`config.mk`:
```
export PLATFORM = sky130hd
export DESIGN_NAME = ccc_lock_sequencer
export DESIGN_NICKNAME = d
export VERILOG_FILES = /design/src/rtl/ccc_seq_pkg.sv /design/src/rtl/ccc_seq_lock_filter.sv /design/src/rtl/ccc_lock_sequencer.sv
export SDC_FILE = /design/constraint.sdc
export NUM_CORES = 1
export LEC_CHECK = 0
export CAP_MARGIN = 25
export CORE_MARGIN = 2
export CORE_UTILIZATION = 55
export CTS_BUF_LIST = sky130_fd_sc_hd__clkbuf_8 sky130_fd_sc_hd__clkbuf_16
export DETAILED_ROUTE_END_ITERATION = 12
export PLACE_DENSITY = 0.85
export RECOVER_POWER = 25
export SKIP_LAST_GASP = 1
export SLEW_MARGIN = 30
export SYNTH_ARGS = -nofsm -noshare
export SYNTH_HDL_FRONTEND = slang
export SYNTH_HIERARCHICAL = 1
export SYNTH_SLANG_ARGS = --single-unit
```
`constraint.sdc`:
```
create_clock -name CLK -period 2.7 [get_ports CLK]
set_input_delay 0.54 -clock CLK [delete_from_list [all_inputs] [get_ports CLK]]
set_output_delay 0.54 -clock CLK [all_outputs]
set_load 0.05 [all_outputs]
```
`src/rtl/ccc_seq_pkg.sv`:
```
// Shared types and defaults for the CCC/PLL lock sequencer.
// CCC_SEQ_APB_CFG_EN adds the APB configuration-write states.
package ccc_seq_pkg;

  localparam int PWRDN_CYCLES_D = 16;
  localparam int ARST_CYCLES_D  = 8;
  localparam int LOCK_TIMEOUT_D = 4096;
  localparam int LOCK_STABLE_D  = 256;
  localparam int LOSS_FILTER_D  = 4;
  localparam int MAX_RETRY_D    = 3;

  localparam int APB_AW = 6;
  localparam int APB_DW = 8;

  typedef enum logic [2:0] {
    S_PWRDN,
    S_ARST,
    S_WAIT_LOCK,
    S_STABLE,
    S_RUN,
    S_FAULT
`ifdef CCC_SEQ_APB_CFG_EN
    ,
    S_CFG_SETUP,
    S_CFG_ACCESS
`endif
  } state_t;

endpackage

```
`src/rtl/ccc_seq_lock_filter.sv`:
```
// LOCK synchronizer with consecutive-high (stable) and consecutive-low (lost)
// qualification; each counter is held clear while its owning state is inactive.
module ccc_seq_lock_filter #(
  parameter int LOCK_STABLE = 256,
  parameter int LOSS_FILTER = 4
) (
  input  logic clk,
  input  logic reset,
  input  logic lock_async,
  input  logic clr_hi,
  input  logic clr_lo,
  output logic lock_sync,
  output logic stable,
  output logic lost
);

  localparam int HI_W = $clog2(LOCK_STABLE + 1);
  localparam int LO_W = $clog2(LOSS_FILTER + 1);
  localparam logic [HI_W-1:0] HI_LAST = HI_W'(LOCK_STABLE - 1);
  localparam logic [LO_W-1:0] LO_LAST = LO_W'(LOSS_FILTER - 1);

  logic [1:0]      sync;
  logic [HI_W-1:0] hi_cnt;
  logic [LO_W-1:0] lo_cnt;

  assign lock_sync = sync[1];
  // Strobes fire on the last qualifying cycle so the FSM moves on the next edge.
  assign stable    = lock_sync && (hi_cnt == HI_LAST);
  assign lost      = !lock_sync && (lo_cnt == LO_LAST);

  always_ff @(posedge clk) begin
    if (reset) begin
      sync   <= '0;
      hi_cnt <= '0;
      lo_cnt <= '0;
    end else begin
      sync <= {sync[0], lock_async};
      if (clr_hi || !lock_sync)  hi_cnt <= '0;
      else if (hi_cnt != HI_LAST) hi_cnt <= hi_cnt + HI_W'(1);
      if (clr_lo || lock_sync)   lo_cnt <= '0;
      else if (lo_cnt != LO_LAST) lo_cnt <= lo_cnt + LO_W'(1);
    end
  end

endmodule

```
`src/rtl/ccc_lock_sequencer.sv`:
```
// Power-up/lock supervisor for the fabric CCC/PLL; all outputs registered from next state.
// Define CCC_SEQ_APB_CFG_EN to build the CCC APB configuration-write path.
module ccc_lock_sequencer
  import ccc_seq_pkg::*;
#(
  parameter int PWRDN_CYCLES = PWRDN_CYCLES_D,
  parameter int ARST_CYCLES  = ARST_CYCLES_D,
  parameter int LOCK_TIMEOUT = LOCK_TIMEOUT_D,
  parameter int LOCK_STABLE  = LOCK_STABLE_D,
  parameter int LOSS_FILTER  = LOSS_FILTER_D,
  parameter int MAX_RETRY    = MAX_RETRY_D
) (
  input  logic              CLK,
  input  logic              RESET,
  input  logic              LOCK,
  input  logic              LOCK_LOST_CLR,
`ifdef CCC_SEQ_APB_CFG_EN
  input  logic              CFG_REQ,
  input  logic [APB_AW-1:0] CFG_ADDR,
  input  logic [APB_DW-1:0] CFG_DATA,
  input  logic              CCC_BUSY,
  output logic              CFG_ACK,
  output logic              PSEL,
  output logic              PENABLE,
  output logic              PWRITE,
  output logic [APB_AW-1:0] PADDR,
  output logic [APB_DW-1:0] PWDATA,
`endif
  output logic              PLL_POWERDOWN_N,
  output logic              PLL_ARST_N,
  output logic              FABRIC_RESET_N,
  output logic              READY,
  output logic              FAULT,
  output logic [1:0]        RETRY_CNT,
  output logic              LOCK_LOST
);

  localparam int CNT_MAX_A = (PWRDN_CYCLES > ARST_CYCLES) ? PWRDN_CYCLES : ARST_CYCLES;
  localparam int CNT_MAX   = (CNT_MAX_A > LOCK_TIMEOUT) ? CNT_MAX_A : LOCK_TIMEOUT;
  localparam int CNT_W     = $clog2(CNT_MAX + 1);

  state_t           state, state_nxt;
  logic [CNT_W-1:0] cnt;
  logic             retry_inc;
  logic             lock_sync, stable, lost;

  ccc_seq_lock_filter #(
    .LOCK_STABLE (LOCK_STABLE),
    .LOSS_FILTER (LOSS_FILTER)
  ) u_filter (
    .clk        (CLK),
    .reset      (RESET),
    .lock_async (LOCK),
    .clr_hi     (state != S_STABLE),
    .clr_lo     (state != S_RUN),
    .lock_sync  (lock_sync),
    .stable     (stable),
    .lost       (lost)
  );

  always_comb begin
    state_nxt = state;
    retry_inc = 1'b0;
    case (state)
      S_PWRDN:
        if (cnt == CNT_W'(PWRDN_CYCLES - 1)) state_nxt = S_ARST;
      S_ARST:
        if (cnt == CNT_W'(ARST_CYCLES - 1)) state_nxt = S_WAIT_LOCK;
      S_WAIT_LOCK:
        if (lock_sync) state_nxt = S_STABLE;
        else if (cnt == CNT_W'(LOCK_TIMEOUT - 1)) begin
          if (RETRY_CNT == 2'(MAX_RETRY)) state_nxt = S_FAULT;
          else begin
            state_nxt = S_ARST;
            retry_inc = 1'b1;
          end
        end
      S_STABLE:
        if (!lock_sync)  state_nxt = S_WAIT_LOCK;
        else if (stable) state_nxt = S_RUN;
      // Lock loss outranks a pending config request; the request stays pending.
      S_RUN:
        if (lost) state_nxt = S_ARST;
`ifdef CCC_SEQ_APB_CFG_EN
        else if (CFG_REQ) state_nxt = S_CFG_SETUP;
      S_CFG_SETUP:  state_nxt = S_CFG_ACCESS;
      S_CFG_ACCESS: if (!CCC_BUSY) state_nxt = S_ARST;
`endif
      S_FAULT:      state_nxt = S_FAULT;
      default:      state_nxt = S_PWRDN;
    endcase
  end

  // One counter serves PWRDN/ARST/WAIT_LOCK; any state change restarts it.
  always_ff @(posedge CLK) begin
    if (RESET) begin
      state           <= S_PWRDN;
      cnt             <= '0;
      RETRY_CNT       <= '0;
      LOCK_LOST       <= 1'b0;
      PLL_POWERDOWN_N <= 1'b0;
      PLL_ARST_N      <= 1'b0;
      FABRIC_RESET_N  <= 1'b0;
      READY           <= 1'b0;
      FAULT           <= 1'b0;
    end else begin
      state <= state_nxt;
      if (state_nxt != state || state == S_RUN || state == S_FAULT) cnt <= '0;
      else cnt <= cnt + CNT_W'(1);
      if (state_nxt == S_RUN) RETRY_CNT <= '0;
      else if (retry_inc)     RETRY_CNT <= RETRY_CNT + 2'd1;
      if (state == S_RUN && lost) LOCK_LOST <= 1'b1;
      else if (LOCK_LOST_CLR)     LOCK_LOST <= 1'b0;
      PLL_POWERDOWN_N <= !(state_nxt == S_PWRDN || state_nxt == S_FAULT);
      PLL_ARST_N      <= !(state_nxt == S_PWRDN || state_nxt == S_ARST || state_nxt == S_FAULT);
      FABRIC_RESET_N  <= (state_nxt == S_RUN);
      READY           <= (state_nxt == S_RUN);
      FAULT           <= (state_nxt == S_FAULT);
    end
  end

`ifdef CCC_SEQ_APB_CFG_EN
  always_ff @(posedge CLK) begin
    if (RESET) begin
      CFG_ACK <= 1'b0;
      PSEL    <= 1'b0;
      PENABLE <= 1'b0;
      PWRITE  <= 1'b0;
      PADDR   <= '0;
      PWDATA  <= '0;
    end else begin
      if (state == S_RUN && state_nxt == S_CFG_SETUP) begin
        PADDR  <= CFG_ADDR;
        PWDATA <= CFG_DATA;
      end
      PSEL    <= (state_nxt == S_CFG_SETUP) || (state_nxt == S_CFG_ACCESS);
      PWRITE  <= (state_nxt == S_CFG_SETUP) || (state_nxt == S_CFG_ACCESS);
      PENABLE <= (state_nxt == S_CFG_ACCESS);
      CFG_ACK <= (state == S_CFG_ACCESS) && (state_nxt == S_ARST);
    end
  end
`endif

endmodule

```
==> results of run 1 <==
-- placed cells by master (no fill, tap or decap), drive strengths merged, types with 2 or more instances in the layout --
master | Yosys | final
xnor2 | 10 | 10
clkbuf | 2 | 7
nand2 | 7 | 7
a211oi | 2 | 2
or3 | 4 | 4
nand3 | 9 | 9
buf | 4 | 3
mux2i | 3 | 3
nor4 | 2 | 2
nor3b | 2 | 2
dfxtp | 37 | 37
nand4b | 2 | 2
and2 | 4 | 4
nor2 | 36 | 36
nand3b | 2 | 2
xor2 | 7 | 7
and3 | 3 | 3
ha | 6 | 6
a21oi | 7 | 7
a41o | 2 | 2
nor3 | 7 | 7
nor2b | 6 | 6
or2b | 2 | 2
inv | 8 | 8
nand4 | 4 | 4
or4 | 2 | 2
clkdlybuf4s50 | 0 | 10
o21ai | 3 | 3
-- kinds of logic (layout without fill, tap and decap cells) --
group	after synthesis	count (layout)
simple gates	95	95
flops	37	37
compound gates	23	23
xor+xnor	17	17
buf+inv	14	30
fa+ha+maj	6	6
mux	3	3
-- path summary, 6_finish.rpt --
kind | to | start | slack, ns | cells past startpoint
setup / recovery | cnt[4]$_SDFF_PP0_ | u_filter/hi_cnt[0]$_SDFFE_PP0P_ | 0.30 | 11
hold / removal | u_filter/sync[1]$_SDFF_PP0_ | u_filter/sync[0]$_SDFF_PP0_ | 0.44 | 1
setup reg to reg | cnt[4]$_SDFF_PP0_ | u_filter/hi_cnt[0]$_SDFFE_PP0P_ | 0.30 | 11
hold reg to reg | u_filter/sync[1]$_SDFF_PP0_ | u_filter/sync[0]$_SDFF_PP0_ | 0.44 | 1
-- registers in the layout (all words and copies together) (netlist names) --
signal,count
FAULT,1
LOCK_LOST,1
PLL_ARST_N,1
PLL_POWERDOWN_N,1
READY,1
RETRY_CNT,2
cnt,13
state,3
u_filter/hi_cnt,9
u_filter/lo_cnt,3
u_filter/sync,2
-- through the flow --
| stage | hold WS (ns) | setup slack [ns] | cells | area (µm²) |
|---|---|---|---|---|
| floorplan | 0.414 | 0.429 | 195 | 1740 |
| global placement | 0.423 | 0.378 | 247 | 1890 |
| detailed placement | 0.427 | 0.288 | 247 | 1890 |
| CTS | 0.450 | 0.278 | 255 | 1990 |
| global route | 0.456 | 0.0308 | 255 | 1990 |
| finish | 0.443 | 0.300 | 255 | 1990 |
-- per-layer routing --
| layer | track usage | vias to the layer above |
|---|---|---|
| met5 | 0 | - |
| met4 | 0.102 | 0 |
| met3 | 0.0714 | 6 |
| met2 | 0.292 | 26 |
| met1 | 0.239 | 640 |
| li1 | - | 712 |
-- worst max-delay path: cells and delay by family (launching register included) --
kind	cells	cell delay [ns]
simple gates	6	0.75
buf+inv	1	0.22
fa+ha+maj	2	0.53
flops	1	0.34
compound gates	2	0.44
-- area by class of cell --
| class | instances | area share |
|---|---|---|
| multi-input cells | 144 | 0.468 |
| clock buffers | 7 | 0.0484 |
| flip-flops and latches | 37 | 0.372 |
| inverters | 8 | 0.0151 |
| clock inverters | 1 | 0.00251 |
| well taps | 44 | 0.0276 |
| repair buffers | 14 | 0.0666 |
-- power groups by stage --
stage               combinational (mW)  clock, mW  sequential (mW)
finish                          0.0223      0.415            0.556
global route                    0.0262      0.447            0.557
CTS                             0.0229      0.427            0.556
global placement                0.0221          0            0.569
floorplan                       0.0159          0            0.567
detailed placement              0.0225          0            0.569
==> out/results.ini, run 1 <==
[logic_synthesis]
yosysSeqAreaShare = 0.425
synth-simple-area-share = 0.291
synth_common_cells = dfxtp_1, nor2_1, xnor2_1
ys_seq_elements = 37
ys_async_sr_fraction = 0
synth_top_family_by_area = simple AND/OR/NAND/NOR gates
ys.flop_type = dfxtp_1
synth-compound-area-share = 0.0983
syn_nets = 205
synth_area_leader_cell = dfxtp_1
synth_top_area_share = 0.425
synth_edf_count = 0
synth-adder-area-share = 0.0430
muxShareOfSynthArea = 0.0172
synth_area_um2 = 1740
ys_warn_count = 6
synth_cell_types = 48
synth_xor_area_frac = 0.0854
syn_inst = 195
synth_most_common_cell = dfxtp_1
ys_top_cells_by_area = dfxtp_1, nor2_1, xnor2_1
syn_area_per_cell_um2 = 8.94

[clock_tree]
cts_buffers = 5
cts_max_level = 2
cts_tree = done
clock_path_buffers = 2
postCtsHoldBufs = 0
path_clk_slew_ns = 0.07
ctsResizeCount = 0
cts_num_sinks = 37
root_buffer = clkbuf_8
post-cts-setup-buffers = 0
clock_latency_ns = 0.29

[power]
p_leak_nw = 0.709
power_mw = 0.993
swShare = 0.203
powerDensity_nw_per_um2 = 499
p_sw_mw = 0.201
ir_worst_vdd_mv = 0.308
internal_power_mw = 0.792
p_clk_frac = 0.417
p_comb_frac = 0.022
pwr-share-seq = 0.560

[sta]
slew_headroom = 0.583
slew_viol_final = 0
rsz0062_at_grt = false
fin_crit_ns = 2.40
fin_crit_sh = 0.889
worstMarginPinSlew_ns = 0.617
final_hold_viol_count = 0
finalClockSkew_ns = 0.00675
finalSetupViolCount = 0
max_freq_mhz = 417
fin_setup_tns_ns = 0

[route]
wire_per_inst_um = 11.6
drc = 0
wl_um = 2960
met2WireLength_um = 1360
drt_iter0_markers = 42
viasPerCell = 5.43
ant_nets = 0
wl_met1_um = 1410
drt_first_pass_iters = 4
routed.top_layer = met4
routed-wl-met3_um = 136
num_vias = 1384

[worst_setup_path]
critPathLaunchType = flop
cp.required_ns = 2.88
crit_path_max_fanout = 13
crit_arrival_ns = 2.58
slowest_stage = dfxtp_1
critical-path-max-stage-delay_ns = 0.34
crit_chain = ha_1 > nand2_1 > nor3_1 > ha_1 > and2_1 > and2_1 > o32a_1 > and3_2 > o2111ai_2 > buf_4 > nor2_1
crit_type = reg2reg
end_kind = flop

[die]
chipWidth_um = 60.3
ios = 12
die_h_um = 60.3
coreArea_um2 = 3030
floorplan.initialDensity = 0.576
rows = 20
die_area_um2 = 3640

[grt]
grt_max_degree = 15
overflow = 0
first_global_vias = 1208
grt_pass1_wl_um = 5180
grt_antenna_before_repair = 0
track_usage = 0.193

[run_status]
status = finished, final reports clean

[finish]
nFillCells = 257
final_util = 0.658
seqCellArea_um2 = 741
multi_input_area_um2 = 932
layout.nets = 220
drive_gt1_frac = 0.0995
syn2layout_area_growth_pct = 14.2
diodes = 0

[placed_design]
dp_hpwl_um = 2070
place.gp.congestion = 0.843
numPortBuffers = 11

[worst_hold_path]
hold_path.class = reg2reg

[run]
maxCapViolations = 0

(Power assumes the default switching activity.)
==> inputs of run 2 (changes only) <==
- clock period: 2.7 -> 2.4 ns (I/O delays scaled with it)
==> out/results.ini, run 2 (synthesis results as in run 1) <==
[finish]
final_cell_mix = dfxtp_1, nor2_1, xnor2_1, clkdlybuf4s50_1, buf_4
nFillCells = 234  ; -8.9%
instances_no_fill = 262  ; +2.7%
final_common_cell = dfxtp_1
stdcell_area_um2 = 2080  ; +4.5%
seqCellArea_um2 = 741  ; unchanged
layout.nets = 227  ; +3.2%
drive_gt1_frac = 0.128  ; +0.0289
multi_input_area_um2 = 932  ; unchanged
largest_reg_flops = 13  ; unchanged
final_util = 0.687  ; +0.0293
diodes = 0  ; unchanged
top_regs = cnt (13), u_filter/hi_cnt (9)
regMostFlops = cnt
syn2layout_area_growth_pct = 19.3

[power]
p_clk_frac = 0.489  ; +0.072
swShare = 0.183  ; -0.0192
ir_worst_vdd_mv = 0.342  ; +11%
internal_power_mw = 1.05  ; +32%
p_sw_mw = 0.235  ; +17%
p_leak_nw = 0.760  ; +7.2%
power_mw = 1.28  ; +29%
pwr-share-seq = 0.489  ; -0.071
powerDensity_nw_per_um2 = 616  ; +23%
p_comb_frac = 0.022  ; about the same

[clock_tree]
path_clk_slew_ns = 0.07  ; about the same
root_buffer = clkbuf_8
cts_max_level = 2  ; unchanged
cts_tree = done
postCtsHoldBufs = 0  ; unchanged
clock_path_buffers = 2  ; unchanged
clock_latency_ns = 0.29  ; about the same
cts_num_sinks = 37  ; unchanged
cts_buffers = 5  ; unchanged

[route]
drc = 0  ; unchanged
viasPerCell = 5.43  ; about the same
drt_iter0_markers = 58  ; +38%
ant_nets = 0  ; unchanged
wl_um = 3180  ; +7.3%
num_vias = 1422  ; +2.7%
wire_per_inst_um = 12.1  ; +4.4%
drt_first_pass_iters = 4  ; unchanged

[worst_setup_path]
rr_startpoint = u_filter/hi_cnt[0]$_SDFFE_PP0P_
crit_type = reg2reg
cp_top_family = simple AND/OR/NAND/NOR gates
end_kind = flop
critPathLaunchType = flop
cp.required_ns = 2.58  ; -0.30 ns
critical-path-max-stage-delay_ns = 0.35  ; about the same
slowest_stage = dfxtp_1
crit_chain = ha_1 > nand2_1 > nor3_1 > ha_1 > and2_1 > and2_1 > o32a_1 > and3_2 > o2111ai_2 > buf_6 > nor2_1
crit_arrival_ns = 2.41  ; -0.17 ns
crit_start = u_filter/hi_cnt[0]$_SDFFE_PP0P_
crit_path_max_fanout = 13  ; unchanged
cp_num_buf_inv = 1  ; unchanged

[die]
chipWidth_um = 60.3  ; unchanged
die_h_um = 60.3  ; unchanged
floorplan.initialDensity = 0.576  ; unchanged
coreArea_um2 = 3030  ; unchanged
die_area_um2 = 3640  ; unchanged
ios = 12  ; unchanged
rows = 20  ; unchanged

[placed_design]
numPortBuffers = 11  ; unchanged
dp_hpwl_um = 2160  ; +4.1%
place_ws_ns = 0.157  ; -0.131 ns
dp_cells = 253  ; +2.4%
place_area_um2 = 1940  ; +2.4%
place.gp.congestion = 0.792  ; -6.1%

[run]
maxCapViolations = 0  ; unchanged

[sta]
fin_ws_ns = 0.173  ; -0.127 ns
rsz0062_at_grt = true
worstMarginPinSlew_ns = 0.605  ; -0.0119 ns
final_hold_viol_count = 0  ; unchanged
finalClockSkew_ns = 0.00611  ; -0.000639 ns
fin_setup_tns_ns = 0  ; unchanged
whs_ns = 0.455  ; +0.0123 ns
max_freq_mhz = 449  ; +7.8%
fin_crit_sh = 0.928  ; +0.0391
slew_headroom = 0.593  ; +0.00982
slew_viol_final = 0  ; unchanged
finalSetupViolCount = 0  ; unchanged
fin_crit_ns = 2.23  ; -0.173 ns

[grt]
grt_pass1_wl_um = 5360  ; +3.5%
first_global_vias = 1265  ; +4.7%
grt_antenna_before_repair = 0  ; unchanged
overflow = 0  ; unchanged
track_usage = 0.199  ; +0.00580
grt_max_degree = 15  ; unchanged

[run_status]
status = finished, final reports clean

[worst_hold_path]
hold_path.class = reg2reg
min_from = u_filter/sync[0]$_SDFF_PP0_

-- run 2: cell count changes in the layout (fill, tap and decap cells not counted) --
cell       before  now
buf_6           0    1
bufinv_16       0    2
buf_4           3    9
clkbuf_8        7    5
-- run 2: what timing repair did --
action                     4_1_cts  5_1_grt
buffers inserted                 0        1
resized for setup                0        1
setup endpoints to repair        0       14
-- run 2: power by group through the flow --
stage / Combinational (mW) / Clock [mW] / Sequential [mW]
global placement: 0.0262 / 0 / 0.640
finish: 0.0283 / 0.627 / 0.626
floorplan: 0.0179 / 0 / 0.638
detailed placement: 0.0278 / 0 / 0.640
CTS: 0.0285 / 0.637 / 0.626
global route: 0.0315 / 0.662 / 0.627
-- run 2: metal layers --
layer  GRT usage  vias up  part of all wire  wire [µm]
li1            -      721                 -          -
met1       0.230      665              0.44       1410
met2       0.340       32              0.49       1570
met3      0.0455        4             0.047        149
met4       0.105        0             0.014         46
met5           0        -                 0          0
-- run 2: final timing paths --
kind,to,slack (ns),cells past startpoint
hold / removal,u_filter/sync[1]$_SDFF_PP0_,0.46,1
setup / recovery,cnt[4]$_SDFF_PP0_,0.17,11
hold reg to reg,u_filter/sync[1]$_SDFF_PP0_,0.46,1
setup reg to reg,cnt[4]$_SDFF_PP0_,0.17,11
-- run 2: final cells by class --
class	instances	share of cell area
inverters	8	0.0144
clock inverters	3	0.0313
well taps	44	0.0265
flip-flops and latches	37	0.356
clock buffers	5	0.0331
repair buffers	21	0.0908
multi-input cells	144	0.448
